--- src/rtl/pc_reg.sv ---
// Program counter register: captures the next-PC address each clk edge, 1-cycle latency, output straight from the flop.
// Optional PC_STALL_EN adds a stall input that holds the PC; rst always wins over stall.
module pc_reg #(
  parameter int                 width      = 32,
  parameter logic [width-1:0]   RESET_ADDR = '0
) (
  input  logic             clk,
  input  logic             rst,
`ifdef PC_STALL_EN
  input  logic             stall,
`endif
  input  logic [width-1:0] addr,
  output logic [width-1:0] pc_next
);

`ifdef PC_STALL_EN
  always_ff @(posedge clk) begin
    if (rst) begin
      pc_next <= RESET_ADDR;
    end else if (!stall) begin
      pc_next <= addr;
    end
  end
`else
  always_ff @(posedge clk) begin
    if (rst) begin
      pc_next <= RESET_ADDR;
    end else begin
      pc_next <= addr;
    end
  end
`endif

endmodule

--- config.mk ---
export PLATFORM = sky130hd
export DESIGN_NAME = pc_reg
export DESIGN_NICKNAME = d
export VERILOG_FILES = /design/src/rtl/pc_reg.sv
export SDC_FILE = /design/constraint.sdc
export NUM_CORES = 1
export LEC_CHECK = 0
export ABC_AREA = 1
export CORE_ASPECT_RATIO = 0.75
export CORE_MARGIN = 1.5
export CORE_UTILIZATION = 35
export DETAILED_ROUTE_END_ITERATION = 6
export GPL_TIMING_DRIVEN = 1
export PLACE_DENSITY = 0.78
export SYNTH_ARGS = -nofsm -noshare
export SYNTH_HDL_FRONTEND = slang
export SYNTH_SLANG_ARGS = --single-unit
--- constraint.sdc ---
create_clock -name clk -period 0.8 [get_ports clk]
set_input_delay 0.24 -clock clk [delete_from_list [all_inputs] [get_ports clk]]
set_output_delay 0.24 -clock clk [all_outputs]
set_load 0.05 [all_outputs]
==> results.py, run 1 <==
metrics = {
    "power_and_ir_drop": {
        "finalPower_mw": 3.627,
        "ir_worst_vdd_mv": 1.439,
        "powerDensity_mw_per_mm2": 1775,
        "p_leak_nw": 0.9870,
    },
    "run_status": {
        "violations": "setup timing",
        "status": "complete, but fails checks",
    },
    "routing": {
        "drtPass1Iterations": 4,
        "remaining_drc_errors": 0,
        "ant_nets": 0,
        "totalWireLength_um": 2641,
        "dr_total_vias": 796,
        "wl_per_cell_um": 12.88,
        "routed_via_density": 3.883,
        "drt-initial-drc-count": 16,
    },
    "timing": {
        "setup_viol": 32,
        "rsz0062_at_grt": "yes",
        "fin_ws_ns": -0.2605,
        "maxSlewHeadroom_pct": 84.18,
        "period_share_pct": 132.6,
        "fmax_ghz": 0.9430,
        "hold_violations": 0,
        "period_minus_slack_ns": 1.060,
        "drv_slew": 0,
        "tightest_slew_ns": 0.2369,
        "finalSetupTns_ns": -7.641,
    },
    "setup_path": {
        "cp-end-kind": "output port",
        "crit_chain": "buf_12",
        "crit_required_ns": 0.56,
        "crit_buf_inv": 1,
        "max_stage_delay_ns": 0.36,
        "worstSetupPathType": "reg -> out",
        "critical-path-top-delay-family": "flip-flops",
        "worst-path-stages": 1,
        "critPathArrivalTime_ns": 0.82,
        "cp_slowest_cell": "dfxtp_2",
        "cp_max_fo": 1,
        "start_kind": "flop",
    },
    "floorplan": {
        "die_y_um": 47.27,
        "fp.coreArea_mm2": 0.002384,
        "die_area_mm2": 0.002932,
        "io_pins": 66,
        "fp.dieW_um": 62.03,
        "row_count": 15,
        "start_util_pct": 38.37,
    },
    "global_route": {
        "grt_start_max_net_pins": 33,
        "antenna_found_initial": 0,
        "first_global_vias": 784,
        "grt_pass1_wl_um": 3546,
        "grtUsageTotal_pct": 18.60,
        "gr-total-overflow": 0,
    },
    "synthesis": {
        "synthesis.nets": 133,
        "synth_area_um2": 914.6,
        "yosys-top-cells-area": "dfxtp_1 (70%), inv_1 (13%), nor2_1 (13%)",
        "synth-seq-area-share_pct": 70.04,
        "syn_inst": 99,
        "syn_avg_cell_area_um2": 9.239,
        "ys_warn_count": 0,
        "synth.distinct_cells": 4,
        "ys_ff_latch": 32,
        "synth_top_cell_by_area": "dfxtp_1",
        "netlist.area_leader.share_pct": 70.04,
    },
    "clocking": {
        "cts_setup_buffers": 0,
        "cts_hold_buf": 0,
        "cts_tree": "done",
        "clock_sink_count": 32,
        "htree_levels": 2,
        "cts_buffer_depth": 2,
        "cts-root-buf": "clkbuf_4",
        "cts_made_buffers": 5,
        "clk_pin_slew_ns": 0.10,
    },
    "finish": {
        "final_common_cell": "buf_12",
        "syn2layout_area_growth_pct": 123.4,
        "layout-drive-gt1-share_pct": 43.27,
        "antennaDiodeCount": 0,
        "largest_reg_flops": 32,
        "fin_nets": 204,
        "layout_common_cells": "buf_12 (33), inv_1 (32), nor2_1 (32), clkdlybuf4s50_1 (32), dfxtp_2 (32)",
        "top_regs": "pc_next: 32 flops",
        "largest-register": "pc_next",
    },
    "placed_design": {
        "dpl.hpwl_um": 1948,
        "port_buffers": 65,
        "gp_congestion": 0.6889,
    },
    "flow_run": {
        "drv_cap": 0,
    },
    "min_path": {
        "hold_class": "in -> reg",
        "min_from": "rst",
        "min_to": "pc_next[2]",
        "hold_depth": 3,
    },
}
cells by family after synthesis:
logic type	count (synthesis)	synth area share [%]
flops	32	70.04
simple gates	32	13.13
buf+inv	35	16.83
cell usage after synthesis (all sizes together):
library cell / n
buf: 3
dfxtp: 32
inv: 32
nor2: 32
power by group:
part	leakage [nW]	internal, mW	switching [mW]
Sequential	0.275	1.70	0.0710
Clock	0.0380	0.418	0.505
Combinational	0.674	0.505	0.431
worst max-delay path by stage:
stage | to | from
detailed placement | pc_next[15] | rst
finish | pc_next[4] | pc_next[4]
global route | pc_next[2] | pc_next[2]
CTS | pc_next[3] | pc_next[3]
global placement | pc_next[7] | rst
floorplan | pc_next[0] | pc_next[0]
metrics by stage:
step	area, µm²	std cells	util (%)	hold WS, ns	setup slack [ns]
6_report	2043	205	85.72	0.3876	-0.2605
3_5_place_dp	1954	196	81.99	0.6836	-0.3335
2_1_floorplan	954.7	99	-	0.3038	0.1056
5_1_grt	2043	205	85.72	0.3962	-0.2941
3_3_place_gp	1954	196	81.99	0.6829	-0.3134
4_1_cts	2016	204	84.57	0.4071	-0.2720
layer usage:
metal | vias to the layer above | GRT usage, % | part of all wire, %
met5 | - | 0 | 0
met4 | 0 | 8.936 | 1.1
met3 | 2 | 7.989 | 6.8
met2 | 35 | 35.83 | 56
met1 | 352 | 16.72 | 36
li1 | 407 | - | -
repair_timing:
action,4_1_cts,5_1_grt
endpoints found under the setup margin,32,40
gates cloned,0,1
resized for setup,0,1
layout make-up:
| cell class | instances | area (µm²) |
|---|---|---|
| clock buffers | 6 | 51.30 |
| flip-flops and latches | 32 | 680.7 |
| repair buffers | 67 | 1018 |
| inverters | 32 | 120.1 |
| clock inverters | 2 | 10.01 |
| multi-input cells | 32 | 120.1 |
| fillers | 127 | 340.3 |
| well taps | 34 | 42.54 |
No activity file was read; power rests on OpenSTA's default activity.
==> inputs of run 2 (changes only) <==
- CORE_ASPECT_RATIO: 0.75 -> 0.6
==> run 2 against run 1 <==
Against the previous run: the flow still finishes with violations (setup timing); highest routed layer unchanged; critical path type unchanged; sequential share of layout area shrank 0.48 points; power grew 8.8%; combinational power is essentially flat; sequential power is essentially flat; die area grew 0.24%; final cell count shrank 0.98%; worst setup slack gained 0.061 ns; utilization shrank 2.4 points.
==> results.py, run 2 (synthesis results as in run 1) <==
metrics = {
    "power_and_ir_drop": {
        "powerDensity_mw_per_mm2": 1903,
        "ir_worst_vdd_mv": 1.804,
        "p_leak_nw": 0.9938,
    },
    "routing": {
        "drt-initial-drc-count": 19,
        "remaining_drc_errors": 0,
        "wl_per_cell_um": 11.78,
        "drtPass1Iterations": 2,
        "dr_total_vias": 783,
        "ant_nets": 0,
        "routed_via_density": 3.857,
        "totalWireLength_um": 2392,
    },
    "placed_design": {
        "dpl.hpwl_um": 1710,
        "gp_congestion": 0.6704,
        "placed_cell_area_mm2": 0.001952,
        "pre_cts_ws_ns": -0.3471,
        "port_buffers": 65,
    },
    "floorplan": {
        "die_y_um": 42.60,
        "fp.dieW_um": 69.00,
        "die_area_mm2": 0.002939,
        "row_count": 14,
        "start_util_pct": 36.77,
        "fp.coreArea_mm2": 0.002487,
        "io_pins": 66,
    },
    "timing": {
        "period_minus_slack_ns": 0.9995,
        "maxSlewHeadroom_pct": 89.64,
        "period_share_pct": 124.9,
        "setup_viol": 32,
        "fin_ws_ns": -0.1995,
        "rsz0062_at_grt": "yes",
        "hold_violations": 0,
        "tightest_slew_ns": 0.1555,
        "drv_slew": 0,
        "fmax_ghz": 1.001,
    },
    "setup_path": {
        "start_kind": "flop",
        "worstSetupPathType": "reg -> out",
        "cp-end-kind": "output port",
        "crit_chain": "buf_12",
        "max_stage_delay_ns": 0.35,
        "critical-path-top-delay-family": "flip-flops",
        "critPathArrivalTime_ns": 0.76,
        "crit_buf_inv": 1,
        "cp_slowest_cell": "dfxtp_2",
        "cp_max_fo": 1,
        "crit_required_ns": 0.56,
    },
    "finish": {
        "utilization_pct": 83.35,
        "layout-drive-gt1-share_pct": 42.11,
        "largest-register": "pc_next",
        "fin_area_mm2": 0.002073,
        "syn2layout_area_growth_pct": 126.7,
        "largest_reg_flops": 32,
        "fin_nets": 204,
        "layout_common_cells": "buf_12 (33), inv_1 (32), nor2_1 (32), clkdlybuf4s50_1 (32), dfxtp_2 (32)",
        "final_common_cell": "buf_12",
        "top_regs": "pc_next: 32 flops",
        "antennaDiodeCount": 0,
    },
    "min_path": {
        "hold_class": "in -> reg",
    },
    "global_route": {
        "antenna_found_initial": 0,
        "grtUsageTotal_pct": 18.30,
        "grt_pass1_wl_um": 3677,
        "gr-total-overflow": 0,
        "grt_start_max_net_pins": 17,
        "first_global_vias": 798,
    },
    "clocking": {
        "cts-root-buf": "clkbuf_8",
        "cts_setup_buffers": 0,
        "cts_tree": "done",
        "clk_pin_slew_ns": 0.06,
        "cts_hold_buf": 0,
        "clock_sink_count": 32,
        "cts_buffer_depth": 2,
        "htree_levels": 2,
        "cts_made_buffers": 5,
    },
    "flow_run": {
        "drv_cap": 0,
    },
    "run_status": {
        "violations": "setup timing",
        "status": "complete, but fails checks",
    },
}
run 2: changes by cell type in the layout (fill, tap and decap cells not counted), sizes merged:
cell | previous run | this run
clkbuf | 7 | 8
dlygate4sd2 | 0 | 1
bufbuf | 0 | 1
dlymetal6s2s | 1 | 0
clkinv | 2 | 0
run 2: power by group:
part           internal [mW]  leakage (nW)  total, mW  switching, mW
sequential              1.70         0.275       1.77         0.0695
clock                  0.700        0.0455       1.24          0.536
combinational          0.512         0.673      0.939          0.427
run 2: per-stage QoR:
stage	total power [mW]	hold slack, ns	instances	setup TNS (ns)
after floorplan	2.150	0.3038	99	0
after global placement	2.705	0.6829	194	-9.890
after detailed placement	2.724	0.6832	194	-10.63
after CTS	3.977	0.4553	203	-6.295
after global routing	4.094	0.4578	203	-6.698
final	3.945	0.4658	203	-5.942
run 2: timing repair:
| action | in CTS | in global routing |
|---|---|---|
| endpoints found under the setup margin | 64 | 32 |
| gates cloned | 1 | 0 |
| hold endpoints to repair | 0 | 0 |
| gates resized for setup | 1 | 0 |
run 2: path summary, 6_finish.rpt:
| path | slack (ns) | startpoint | cells past startpoint | to |
|---|---|---|---|---|
| setup / recovery | -0.20 | pc_next[21] | 1 | pc_next[21] |
| hold / removal | 0.47 | addr[1] | 3 | pc_next[1] |
run 2: cell type report:
type | count | area, µm²
inverter | 32 | 120.1
timing repair buffer | 67 | 1022
tap | 32 | 40.04
clock buffer | 8 | 90.09
fill | 137 | 414.1
sequential | 32 | 680.7
multi-input combinational | 32 | 120.1
run 2: layer usage:
layer  track usage (%)  vias to the layer above  part of all wire (%)
met5                 0                        -                     0
met2             33.85                       33                    54
li1                  -                      404                     -
met1             17.75                      341                    36
met3             7.527                        5                   8.4
met4             7.059                        0                   1.3
==> inputs of run 3 (changes only) <==
- SETUP_SLACK_MARGIN: unset -> 0.5
- clock period: 0.8 -> 1.2 ns (I/O delays scaled with it)
==> run 3 against run 2 <==
Against the previous run: the run now ends clean; sequential power down 36%; routed wire length up 9.5%; global-route usage up 1.7 points; largest power group unchanged.
==> results.py, run 3 (synthesis results as in run 1) <==
metrics = {
    "timing": {
        "period_share_pct": 93.71,
        "hold_violations": 0,
        "maxSlewHeadroom_pct": 93.33,
        "fin_ws_ns": 0.07543,
        "rsz0062_at_grt": "yes",
        "drv_slew": 0,
        "fmax_ghz": 0.8892,
        "tightest_slew_ns": 0.09965,
        "period_minus_slack_ns": 1.125,
        "setup_viol": 0,
    },
    "floorplan": {
        "fp.coreArea_mm2": 0.002487,
        "io_pins": 66,
        "fp.dieW_um": 69.00,
        "die_area_mm2": 0.002939,
        "die_y_um": 42.60,
        "start_util_pct": 36.77,
        "row_count": 14,
    },
    "finish": {
        "largest_reg_flops": 32,
        "antennaDiodeCount": 0,
        "layout_common_cells": "buf_12 (33), inv_1 (32), nor2_1 (32), dfxtp_4 (32), dlygate4sd2_1 (31)",
        "layout-drive-gt1-share_pct": 42.44,
        "nFillCells": 134,
        "fin_area_mm2": 0.002136,
        "utilization_pct": 85.87,
        "syn2layout_area_growth_pct": 133.5,
        "final_common_cell": "buf_12",
        "fin_nets": 205,
        "largest-register": "pc_next",
        "top_regs": "pc_next: 32 flops",
    },
    "placed_design": {
        "port_buffers": 65,
        "dpl.hpwl_um": 1835,
        "pre_cts_ws_ns": -0.04989,
        "placed_cell_area_mm2": 0.002032,
        "gp_congestion": 0.5670,
    },
    "power_and_ir_drop": {
        "p_leak_nw": 1.067,
        "ir_worst_vdd_mv": 1.020,
        "finalPower_mw": 2.492,
        "powerDensity_mw_per_mm2": 1167,
    },
    "global_route": {
        "grt_start_max_net_pins": 17,
        "grtUsageMet1_pct": 21.48,
        "grtUsageTotal_pct": 19.99,
        "gr-total-overflow": 0,
        "met2_usage_pct": 34.42,
        "antenna_found_initial": 0,
        "first_global_vias": 858,
        "top_usage_layer": "met2",
        "grt_pass1_wl_um": 4077,
        "use_met3_pct": 9.677,
    },
    "setup_path": {
        "cp-end-kind": "output port",
        "max_stage_delay_ns": 0.35,
        "start_kind": "flop",
        "cp_max_fo": 1,
        "crit_buf_inv": 1,
        "crit_chain": "buf_12",
        "cp_slowest_cell": "dfxtp_4",
        "critPathArrivalTime_ns": 0.76,
        "crit_required_ns": 0.84,
        "critical-path-top-delay-family": "flip-flops",
        "worstSetupPathType": "reg -> out",
    },
    "clocking": {
        "clock_sink_count": 32,
        "cts_buffer_depth": 2,
        "htree_levels": 2,
        "cts_made_buffers": 5,
        "cts-root-buf": "clkbuf_8",
        "cts_setup_buffers": 0,
        "cts_tree": "done",
        "clk_pin_slew_ns": 0.06,
    },
    "run_status": {
        "status": "completed",
    },
    "routing": {
        "routed_via_density": 4.054,
        "drt-initial-drc-count": 19,
        "wl_per_cell_um": 12.84,
        "totalWireLength_um": 2620,
        "drtPass1Iterations": 4,
        "remaining_drc_errors": 0,
        "ant_nets": 0,
        "dr_total_vias": 827,
    },
    "flow_run": {
        "drv_cap": 0,
    },
    "min_path": {
        "hold_class": "in -> reg",
        "min_to": "pc_next[30]",
        "min_from": "addr[30]",
        "hold_depth": 3,
    },
}
==> run 3: cell types whose count changed in the layout (fill, tap and decap cells not counted), sizes merged <==
| cell | previous run | this run |
|---|---|---|
| clkdlybuf4s50 | 32 | 0 |
| dlygate4sd2 | 1 | 31 |
| buf | 33 | 34 |
| bufbuf | 1 | 2 |
| clkbuf | 8 | 7 |
| clkinv | 0 | 1 |
| dlymetal6s2s | 0 | 1 |
==> run 3: per-stage QoR <==
step	hold slack [ns]	TNS, ns	cells
6_report	0.3269	0	204
4_1_cts	0.4151	0	204
3_5_place_dp	0.8123	-1.221	194
5_1_grt	0.3212	0	204
2_1_floorplan	0.4216	0	99
3_3_place_gp	0.8116	-0.8975	194
==> run 3: how the worst max path moves through the flow <==
stage / startpoint / endpoint / cells after the start
after floorplan: pc_next[0] / pc_next[0] / 0
after global placement: rst / pc_next[7] / 3
after detailed placement: rst / pc_next[25] / 3
after CTS: pc_next[4] / pc_next[4] / 1
after global routing: pc_next[18] / pc_next[18] / 1
final: pc_next[25] / pc_next[25] / 1
==> run 3: area by class of cell <==
cell class                      instances  area [µm²]  share of cell area [%]
Clock buffer                            7       76.32                   3.574
Clock inverter                          1       3.754                  0.1757
Inverter                               32       120.1                   5.624
Multi-Input combinational cell         32       120.1                   5.624
Sequential cell                        32       760.7                   35.62
Tap cell                               32       40.04                   1.875
Timing Repair Buffer                   68        1015                   47.51
==> run 3: repair_timing <==
| item | CTS | global route |
|---|---|---|
| endpoints found under the setup margin | 64 | 33 |
| pin swaps | 27 | 1 |
| gates resized for setup | 35 | 1 |
| hold buffers | 0 | 0 |
| cloned | 2 | 0 |
==> run 3: where the power goes <==
group          switching [mW]  internal, mW  total [mW]  leakage (nW)
Combinational           0.288         0.318       0.606         0.742
Sequential             0.0462          1.09        1.14         0.285
Clock                   0.347         0.403       0.749        0.0399
==> run 3: per-layer routing <==
layer  wire length [µm]  vias up
met2               1366       44
li1                   -      408
met1                958      373
met5                  0        -
met4                  9        0
met3                285        2
